$ cat config.mk
export PLATFORM = sky130hd
export DESIGN_NAME = latch_write_arbiter
export DESIGN_NICKNAME = d
export VERILOG_FILES = /design/src/rtl/latch_write_arbiter.sv
export SDC_FILE = /design/constraint.sdc
export NUM_CORES = 1
export LEC_CHECK = 0
export CAP_MARGIN = 20
export CORE_MARGIN = 2
export CORE_UTILIZATION = 50
export DETAILED_ROUTE_END_ITERATION = 6
export PLACE_DENSITY = 0.9
export SLEW_MARGIN = 20
export SYNTH_ARGS = -nofsm -noshare
export SYNTH_HDL_FRONTEND = slang
export SYNTH_SLANG_ARGS = --single-unit
$ cat constraint.sdc
create_clock -name clk -period 4.7 [get_ports clk]
set_input_delay 0.94 -clock clk [delete_from_list [all_inputs] [get_ports clk]]
set_output_delay 0.94 -clock clk [all_outputs]
set_load 0.02 [all_outputs]
$ cat src/rtl/latch_write_arbiter.sv
// rtl/latch_write_arbiter.sv - round-robin sequencer sharing one latch write port
// Grants one requester, holds the latch open OPEN_CYC cycles, then closes with a data-hold cycle.
module latch_write_arbiter #(
  parameter int N_REQ    = 4,
  parameter int DW       = 8,
  parameter int OPEN_CYC = 2
) (
  input  logic                clk,
  input  logic                rest,
  input  logic [N_REQ-1:0]    req,
  input  logic [N_REQ*DW-1:0] wdata,
  output logic [N_REQ-1:0]    gnt,
  output logic [N_REQ-1:0]    done,
  output logic                lat_en,
  output logic [DW-1:0]       lat_d,
  output logic                busy
);

  localparam int PW = (N_REQ > 1) ? $clog2(N_REQ) : 1;
  localparam logic [3:0]    CNT_INIT = 4'(OPEN_CYC - 1);
  localparam logic [PW-1:0] LAST     = PW'(N_REQ - 1);
  localparam logic [PW-1:0] ONE      = PW'(1);

  typedef enum logic [1:0] {IDLE, OPEN, CLOSE} state_e;

  state_e             state_q;
  logic [3:0]         cnt_q;
  logic [PW-1:0]      ptr_q;
  logic [PW-1:0]      win_q;
  logic [N_REQ-1:0]   gnt_q;
  logic [N_REQ-1:0]   done_q;
  logic               lat_en_q;
  logic [DW-1:0]      lat_d_q;

  logic [PW-1:0]      win_d;
  logic               win_vld_d;
  logic [PW-1:0]      scan;
  logic [N_REQ-1:0]   gnt_d;
  logic [DW-1:0]      dat_d;

  // Walk ptr, ptr+1, ... with explicit wrap so non-power-of-two N_REQ works.
  always_comb begin
    win_d     = ptr_q;
    win_vld_d = 1'b0;
    scan      = ptr_q;
    for (int k = 0; k < N_REQ; k++) begin
      if (!win_vld_d && req[scan]) begin
        win_vld_d = 1'b1;
        win_d     = scan;
      end
      scan = (scan == LAST) ? '0 : scan + ONE;
    end
  end

  always_comb begin
    gnt_d = '0;
    dat_d = '0;
    for (int i = 0; i < N_REQ; i++) begin
      if (win_d == PW'(i)) begin
        gnt_d[i] = 1'b1;
        dat_d    = wdata[i*DW +: DW];
      end
    end
  end

  always_ff @(posedge clk or posedge rest) begin
    if (rest) begin
      state_q  <= IDLE;
      cnt_q    <= '0;
      ptr_q    <= '0;
      win_q    <= '0;
      gnt_q    <= '0;
      done_q   <= '0;
      lat_en_q <= 1'b0;
      lat_d_q  <= '0;
    end else begin
      case (state_q)
        IDLE: begin
          done_q   <= '0;
          gnt_q    <= '0;
          lat_en_q <= 1'b0;
          if (win_vld_d) begin
            gnt_q    <= gnt_d;
            win_q    <= win_d;
            lat_d_q  <= dat_d;
            lat_en_q <= 1'b1;
            cnt_q    <= CNT_INIT;
            state_q  <= OPEN;
          end
        end
        OPEN: begin
          if (cnt_q != 4'd0) begin
            cnt_q <= cnt_q - 4'd1;
          end else begin
            lat_en_q <= 1'b0;
            done_q   <= gnt_q;
            ptr_q    <= (win_q == LAST) ? '0 : win_q + ONE;
            state_q  <= CLOSE;
          end
        end
        CLOSE: begin
          // lat_d_q is left untouched so data outlives the falling enable.
          done_q  <= '0;
          gnt_q   <= '0;
          state_q <= IDLE;
        end
        default: state_q <= IDLE;
      endcase
    end
  end

  assign gnt    = gnt_q;
  assign done   = done_q;
  assign lat_en = lat_en_q;
  assign lat_d  = lat_d_q;
  assign busy   = (state_q != IDLE);

endmodule

Word-level counts from Yosys, hierarchy flattened

Cells that the tools add are included.

Bits in registers: 27
Input port bits: 38
Output and inout bits: 18
Logic and storage cells: 90

Add/subtract/negate cells: 5
$lt $le $gt $ge: 4
Equal/unequal tests: 12
Muxes and demuxes: 40
Bitwise gates (word level): 1
Reduce and logical (&&, ||, !) cells: 20

Operators by type and width:

| operator                                                                      | number |
|---|---|
| 8-bit 2-to-1 mux                                                              | 4 |
| 4-bit one-hot mux with 2 select lines                                         | 3 |
| 2-bit 2-to-1 mux                                                              | 9 |
| 4-bit 2-to-1 mux                                                              | 4 |
| 2-bit == test (second input constant)                                         | 7 |
| 1-bit 2-to-1 mux                                                              | 14 |
| 2-bit by 3-bit less-than comparator with 1-bit output (second input constant) | 4 |
| 2-bit AND reduction                                                           | 5 |
| 2-bit by 1-bit adder with 2-bit output (second input constant)                | 4 |
| 1-bit binary-select mux with 2-bit select                                     | 4 |
| 2-bit nonzero test                                                            | 4 |
| 2-bit inequality test (second input constant)                                 | 3 |
| 2-bit by 1-bit == test with 1-bit output (second input constant)              | 2 |
| 2-bit zero test                                                               | 2 |
| 2-bit one-hot mux with 2 select lines                                         | 1 |
| 4-bit nonzero test                                                            | 1 |
| 4-bit by 1-bit subtractor with 4-bit output (second input constant)           | 1 |
| 1-bit logical AND                                                             | 3 |
| 1-bit zero test                                                               | 3 |
| 3-bit AND reduction                                                           | 1 |
| 1-bit one-hot mux with 2 select lines                                         | 1 |
| 2-bit OR reduction                                                            | 1 |
| 1-bit inverter                                                                | 1 |

Depth between registers and ports, before layout

Gate-level depths: netlist (run 1).

Word-level depth: 17
Gate-level depth with buffers: 10
Mapped depth without buffers: 8

Worst setup path after synthesis (run 1)

Ideal clock, no wire load.

Path kind: in2reg
Start: input req[2]
End: register lat_d_q[0] (netlist: lat_d[0])
Library setup time: 0.138 ns
Arrival: 2.527 ns
Required time: 4.562 ns
Slack: 2.035 ns
Cell stages on the path: 7
Buffers on the path: 1
Path through: mux4_2 > a32oi_1 > and3b_1 > o311a_4 > buf_8 > mux2i_1 > o221ai_2

Longest elaborated chain between the ends: 17
Elaborated cells between the ends (all ways): 30
Those cells by class: eq/ne: 3; mux: 19; reduce/logical: 8

Ends and longest elaborated chain:

| element                                   | line | RTL |
|---|---|---|
| from (decl)                               | 10   | `input logic [N_REQ-1:0] req,` |
| 1-bit binary-select mux with 2-bit select | 47   | `if (!win_vld_d && req[scan]) begin` |
| 1-bit 2-to-1 mux (implied by the code)    | 47   |  |
| 1-bit 2-to-1 mux                          | 47   |  |
| 1-bit zero test                           | 47   |  |
| 1-bit logical AND                         | 47   |  |
| 1-bit 2-to-1 mux                          | 47   |  |
| 1-bit zero test                           | 47   |  |
| 1-bit logical AND                         | 47   |  |
| 1-bit 2-to-1 mux                          | 47   |  |
| 1-bit zero test                           | 47   |  |
| 1-bit logical AND                         | 47   |  |
| 2-bit 2-to-1 mux                          | 47   |  |
| 2-bit zero test                           | 59   | `if (win_d == PW'(i)) begin` |
| 8-bit 2-to-1 mux (4 in series)            | 59   |  |
| to (signal assigned)                      | 85   | `lat_d_q <= dat_d;` |
| to (decl)                                 | 33   | `logic [DW-1:0] lat_d_q;` |

Parallel ways exist; a longest one is shown, timed or not. The select of a mux whose other input is x is not followed.
A chain may end at the register's enable or synchronous reset.

Worst setup path after layout (run 1)

Start: register ptr_q[0]
End: register lat_d_q[1] (netlist: lat_d[1])

Longest elaborated chain between the ends: 17
Elaborated cells between the ends (all ways): 39
Those cells by class: add/sub: 3; eq/ne: 6; mux: 22; reduce/logical: 8

Ends and longest elaborated chain:

| element                                                                         | line | RTL |
|---|---|---|
| from (decl)                                                                     | 28   | `logic [PW-1:0] ptr_q;` |
| from (signal assigned)                                                          | 97   | `ptr_q <= (win_q == LAST) ? '0 : win_q + ONE;` |
| branches (longest 17 deep; another with 2-bit by 1-bit adder with 2-bit output) | n/a  |  |

Parallel ways; which one is timed is not known. The select of a mux whose other input is x is not followed.

==> qor.txt, run 1 <==
die area - 4090 um^2
Hold Path Sink - done[1]$_DFFE_PP0P_
diode count - 0
DP HPWL - 2840 um
gpl congestion - 0.866
final hold slack - 514 ps
first-pass GRT wire length - 6730 um
Reg2Reg Capture Point - lat_d[1]$_DFFE_PP0P_
setup tns final - 0 ps
IO Port Bufs - 55
flop2flop setup slack - 1310 ps
row count - 21
FILL cells - 246
Worst-path clk slew - 150 ps
unrepaired setup endpoints after global routing - false
Lkg Pwr - 1.02 nW
clock tree from TritonCTS - yes
die span in x - 63.9 um
Syn Std Cell Area - 1800 um^2
Pre-antenna DRT Iters - 5
H-tree lvl count - 1
PwrDens - 754 nW/um^2
syn_area_per_cell - 9.92 um^2
worst r2r path cells - 7
clk buf depth - 2
Final Routed Wirelength - 3880 um
complex-gate fraction of the synthesized area - 0.189
status - complete, no violations
initial antenna violation count - 0
hold_buf cts - 0
GRT Util Overall - 0.202
worst hold path class - reg -> reg
antenna viol nets, final - 0
Worst Skew - 13.4 ps
asr flop ratio synth - 1.00
CP Class - reg -> reg
largest family of logic cells by synthesized area - compound AO/OA/AOI/OAI gates
register area - 676 um^2
Synth Area in Simple Gates - 0.174
clock sink count - 27
maximum vdd ir drop - 0.528 mV
die extent in y - 63.9 um
Max Cap Viol - 0
Ys Warns - 0
Crit path arrival time - 3600 ps
WP data required - 4910 ps
total power draw - 0.00180 W
via count - 1555
crit path max fanout - 22
pin count of the biggest net entering global routing - 28
EDFF count, synth - 0
Synth Flop Type - dfrtp_1
hold_sp - gnt[1]$_DFFE_PP0P_
io pins - 56
final hold vios - 0
mux cell area share after synthesis - 0.157
CTS root buf - clkbuf_4
Initial Util - 0.530
Routed WL per cell - 13.9 um
Max Slew Vio Count - 0
core area - 3390 um^2
Initial DRC Count - 56
fin nets - 276
Synth cell types - 44
synthesized-area fraction occupied by xor and xnor cells - 0.0146
area of the multi-input gates - 1010 um^2
worst reg2reg path startpoint - ptr_q[0]$_DFFE_PP0P_
DRC Markers - 0
CP Launch Type - flop
Mapped Cells - 181
worst-margin pin slew - 696 ps
Slew HR - 0.536
worst skew pair latency - 340 ps
grt total ovfl - 0
post-layout min period - 3390 ps
Post-Syn Nets - 223
CTS Buf Count - 3
share of post-route cells with drive strength above 1 - 0.112
# resized after CTS - 0
FF+latch count, synth - 27
Vias per Instance - 5.57
part of the Yosys area used for sequential elements - 0.376
Hold Path Depth - 2
Crit. End Element - flop
adder and majority gate portion of the synthesized area - 0.0279
Max Freq - 295 MHz
Final Setup Violations - 0
vias in the first global route - 1540
period utilization - 0.722
Area Growth Syn to Fin - 32.9%
setup bufs post-CTS - 0
[cells in the mapped netlist (2+ instances only)]
cell type,instances,share of area
xor2_1,2,0.0098
a31oi_1,3,0.010
nand3_1,6,0.017
mux2_2,3,0.019
or3_1,2,0.0070
buf_2,3,0.0084
nor2_1,11,0.023
buf_6,2,0.013
mux2_1,2,0.013
o21ai_1,7,0.020
a21oi_1,6,0.017
o21ai_0,2,0.0056
ha_1,4,0.028
inv_1,5,0.010
o221ai_2,9,0.075
mux4_2,2,0.025
nor2b_1,2,0.0070
clkbuf_1,2,0.0042
nand2_1,36,0.075
dfrtp_1,27,0.38
a211oi_1,2,0.0084
clkinv_1,2,0.0042
and2_1,3,0.010
mux2i_1,18,0.10
[cell type report]
type / instances / share of cell area
multi-input combinational: 137 / 0.423
clock inverter: 1 / 0.00210
inverter: 8 / 0.0126
timing repair buffer: 57 / 0.245
clock buffer: 3 / 0.00944
sequential: 27 / 0.283
tap: 46 / 0.0241
[kinds of logic after synthesis]
family	after synthesis
simple gates	69
compound gates	36
mux	25
flops	27
fa+ha+maj	4
xor+xnor	3
buf+inv	17
[flip-flops by register name (all words and copies together) (netlist names)]
signal   count
cnt_q        4
done         4
gnt          4
lat_d        8
lat_en       1
ptr_q        2
state_q      2
win_q        2
[cells in the final DEF (no fill, tap or decap), types with 2 or more instances in the layout]
master / Yosys / routed
a211oi_1: 2 / 2
a21oi_1: 6 / 6
a31oi_1: 3 / 3
and2_1: 3 / 3
clkbuf_4: 0 / 3
clkdlybuf4s50_1: 0 / 55
clkinv_1: 2 / 3
dfrtp_1: 27 / 27
ha_1: 4 / 4
inv_1: 5 / 4
mux2_1: 2 / 2
mux2_2: 3 / 3
mux2i_1: 18 / 18
mux4_2: 2 / 2
nand2_1: 36 / 36
nand3_1: 6 / 6
nor2_1: 11 / 11
nor2b_1: 2 / 2
o21ai_0: 2 / 2
o21ai_1: 7 / 7
o221ai_2: 9 / 9
or3_1: 2 / 2
xor2_1: 2 / 2
[layer usage]
layer	part of all wire	GRT usage	vias to the layer above
li1	-	-	766
met1	0.43	0.245	720
met2	0.49	0.350	63
met3	0.069	0.0581	6
met4	0.011	0.0543	0
met5	0	0	-
[stage by stage]
| stage | cell area [um^2] | setup slack [ps] | util | cells |
|---|---|---|---|---|
| 6_report | 2390 | 1310 | 0.704 | 279 |
| 5_1_grt | 2390 | 1080 | 0.704 | 279 |
| 4_1_cts | 2360 | 1310 | 0.696 | 278 |
| 3_5_place_dp | 2330 | 1170 | 0.688 | 274 |
| 3_3_place_gp | 2330 | 1280 | 0.688 | 274 |
| 2_1_floorplan | 1800 | 2030 | - | 181 |
[worst max path at each step]
stage / from / to / depth (start not counted)
4_1_cts: ptr_q[0]$_DFFE_PP0P_ / lat_d[1]$_DFFE_PP0P_ / 7
3_5_place_dp: req[2] / cnt_q[1]$_DFFE_PP0P_ / 6
6_report: ptr_q[0]$_DFFE_PP0P_ / lat_d[1]$_DFFE_PP0P_ / 7
5_1_grt: ptr_q[0]$_DFFE_PP0P_ / lat_d[1]$_DFFE_PP0P_ / 7
3_3_place_gp: req[2] / lat_d[7]$_DFFE_PP0P_ / 7
2_1_floorplan: req[2] / lat_d[0]$_DFFE_PP0P_ / 7
[critical path, cell delays in order, from the launching register on]
cell,delay (ps)
dfrtp_1,670
ha_1,690
mux4_2,670
a32oi_1,220
and3b_1,190
o311a_4,400
mux2i_1,280
o221ai_2,130
[where the power goes]
group	internal (W)	total, W	switching [W]
clock	0.0000321	0.000104	0.0000717
sequential	0.000336	0.000440	0.000104
combinational	0.000558	0.00125	0.000696
Note: power is estimated with default switching activity, not from simulation.
==> run 2: changes to the inputs <==
--- a/config.mk
+++ b/config.mk
@@ -7,9 +7,9 @@
 export LEC_CHECK = 0
 export CAP_MARGIN = 20
 export CORE_MARGIN = 2
-export CORE_UTILIZATION = 50
+export CORE_UTILIZATION = 47
 export DETAILED_ROUTE_END_ITERATION = 6
-export PLACE_DENSITY = 0.9
+export PLACE_DENSITY = 0.86
 export SLEW_MARGIN = 20
 export SYNTH_ARGS = -nofsm -noshare
 export SYNTH_HDL_FRONTEND = slang
==> constraint.sdc (replaced) <==
create_clock -name clk -period 3.26 [get_ports clk]
set_input_delay 0.652 -clock clk [delete_from_list [all_inputs] [get_ports clk]]
set_output_delay 0.652 -clock clk [all_outputs]
set_load 0.02 [all_outputs]
==> qor.txt, run 2 (synthesis gave the netlist of run 1 again) <==
post-layout min period - 2840 ps (was 3390 ps)
WP data required - 3400 ps (was 4910 ps)
crit path max fanout - 20 (was 22)
hold_buf cts - 0 (unchanged)
delay-heaviest family, CP - compound AO/OA/AOI/OAI gates (was multiplexers)
Placed Cells - 282 (was 274)
Area after DPL - 2380 um^2 (was 2330 um^2)
setup bufs post-CTS - 0 (unchanged)
core area - 3660 um^2 (was 3390 um^2)
row count - 22 (was 21)
CP Launch Type - flop (unchanged)
period utilization - 0.870 (was 0.722)
CTS Buf Count - 3 (unchanged)
final hold vios - 0 (unchanged)
Final Setup Violations - 0 (unchanged)
grt total ovfl - 0 (unchanged)
first-pass GRT wire length - 7200 um (was 6730 um)
Routed WL per cell - 14.0 um (was 13.9 um)
max incr delay on CP - 500 ps (was 690 ps)
clock sink count - 27 (unchanged)
initial antenna violation count - 0 (unchanged)
Vias per Instance - 5.46 (was 5.57)
antenna viol nets, final - 0 (unchanged)
area of the multi-input gates - 1010 um^2 (unchanged)
IO Port Bufs - 55 (unchanged)
worst skew pair latency - 270 ps (was 340 ps)
gpl congestion - 0.868 (was 0.866)
most common library cell in the layout ignoring fill and taps - clkdlybuf4s50_1 (unchanged)
setup tns final - 0 ps (unchanged)
clock tree from TritonCTS - yes (unchanged)
worst hold path class - reg -> reg (unchanged)
status - complete, no violations (unchanged)
CP Class - reg -> reg (unchanged)
Max Cap Viol - 0 (unchanged)
vias in the first global route - 1593 (was 1540)
io pins - 56 (unchanged)
Final Routed Wirelength - 4010 um (was 3880 um)
Initial Util - 0.490 (was 0.530)
Pre-antenna DRT Iters - 4 (was 5)
# resized after CTS - 0 (unchanged)
CTS root buf - clkbuf_8 (was clkbuf_4)
Max Freq - 353 MHz (was 295 MHz)
DRC Markers - 0 (unchanged)
Crit path arrival time - 2980 ps (was 3600 ps)
clk buf depth - 2 (unchanged)
Crit-path slowest cell - dfrtp_1 (was ha_1)
Slew HR - 0.688 (was 0.536)
DP HPWL - 3060 um (was 2840 um)
die area - 4330 um^2 (was 4090 um^2)
fin nets - 281 (was 276)
register area - 676 um^2 (unchanged)
critical path cell sequence - ha_1 > buf_4 > xor2_1 > a21oi_1 > a31oi_1 > and3b_1 > o311a_4 > mux2i_1 > o221ai_2 (was ha_1 > mux4_2 > a32oi_1 > and3b_1 > o311a_4 > mux2i_1 > o221ai_2)
worst-margin pin slew - 466 ps (was 696 ps)
share of post-route cells with drive strength above 1 - 0.130 (was 0.112)
die extent in y - 65.8 um (was 63.9 um)
Area Growth Syn to Fin - 35.1% (was 32.9%)
GRT Util Overall - 0.211 (was 0.202)
H-tree lvl count - 1 (unchanged)
diode count - 0 (unchanged)
unrepaired setup endpoints after global routing - false (unchanged)
Final Instance Count excl. Fillers - 286 (was 279)
maximum vdd ir drop - 0.599 mV (was 0.528 mV)
die span in x - 65.8 um (was 63.9 um)
Max Slew Vio Count - 0 (unchanged)
pin count of the biggest net entering global routing - 28 (unchanged)
PwrDens - 1100 nW/um^2 (was 754 nW/um^2)
Post-Layout Inst Area - 2420 um^2 (was 2390 um^2)
Worst-path clk slew - 90 ps (was 150 ps)
total power draw - 0.00268 W (was 0.00180 W)
Initial DRC Count - 164 (was 56)
Buf+Inv Stages, Crit Path - 1 (was 0)
Lkg Pwr - 1.05 nW (was 1.02 nW)
via count - 1561 (was 1555)
max FFs per register - 8 (unchanged)
commonest cells after routing, fill and taps aside - 55 x clkdlybuf4s50_1, 36 x nand2_1, 27 x dfrtp_1, 18 x mux2i_1, 11 x nor2_1 (unchanged)
FILL cells - 304 (was 246)
Worst Skew - 6.83 ps (was 13.4 ps)
Crit. End Element - flop (unchanged)
==> run 2: path summary, 6_finish.rpt <==
kind	startpoint	to	slack [ps]	cells past startpoint
setup / recovery	ptr_q[1]$_DFFE_PP0P_	lat_d[4]$_DFFE_PP0P_	420	9
hold / removal	lat_d[5]$_DFFE_PP0P_	lat_d[5]$_DFFE_PP0P_	500	2
setup reg to reg	ptr_q[1]$_DFFE_PP0P_	lat_d[4]$_DFFE_PP0P_	420	9
hold reg to reg	lat_d[5]$_DFFE_PP0P_	lat_d[5]$_DFFE_PP0P_	500	2
max in group asynchronous	rest	ptr_q[0]$_DFFE_PP0P_	2290	3
min in group asynchronous	rest	lat_d[0]$_DFFE_PP0P_	720	3
==> run 2: final cells by class <==
cell class,instances,area share
clock buffers,3,0.0170
clock inverters,1,0.00206
inverters,8,0.0124
multi-input cells,137,0.416
flip-flops and latches,27,0.279
well taps,48,0.0248
repair buffers,62,0.249
==> run 2: power by group <==
group          total, W  switching (W)  internal [W]
logic           0.00189        0.00104      0.000847
registers      0.000602       0.000116      0.000486
clock network  0.000188       0.000102     0.0000857
total           0.00268        0.00126       0.00142
==> run 2: routing by layer <==
layer	GRT usage	share of wire	vias up
met5	0	0	-
met4	0.0625	0.011	0
met3	0.0324	0.047	4
met2	0.350	0.49	46
met1	0.285	0.45	748
li1	-	-	763
==> run 2: worst min-delay path, stage by stage, from the launching register on <==
cell and delay (ps):
dfrtp_1 360, nand2_1 60, o221ai_2 50
==> run 2: metrics by stage <==
step | worst slack [ps] | utilization | hold slack, ps
global placement | 226 | 0.650 | 466
floorplan | 699 | - | 451
finish | 425 | 0.662 | 497
CTS | 444 | 0.662 | 501
detailed placement | 163 | 0.650 | 472
global route | 234 | 0.662 | 529
==> run 3: changes to the inputs <==
--- a/config.mk
+++ b/config.mk
@@ -5,9 +5,9 @@
 export SDC_FILE = /design/constraint.sdc
 export NUM_CORES = 1
 export LEC_CHECK = 0
-export CAP_MARGIN = 20
 export CORE_MARGIN = 2
 export CORE_UTILIZATION = 47
+export CTS_CLUSTER_DIAMETER = 60
 export DETAILED_ROUTE_END_ITERATION = 6
 export PLACE_DENSITY = 0.86
 export SLEW_MARGIN = 20
==> results of run 3 <==
No change in the layout: final DEF, timing and power equal those of run 2.
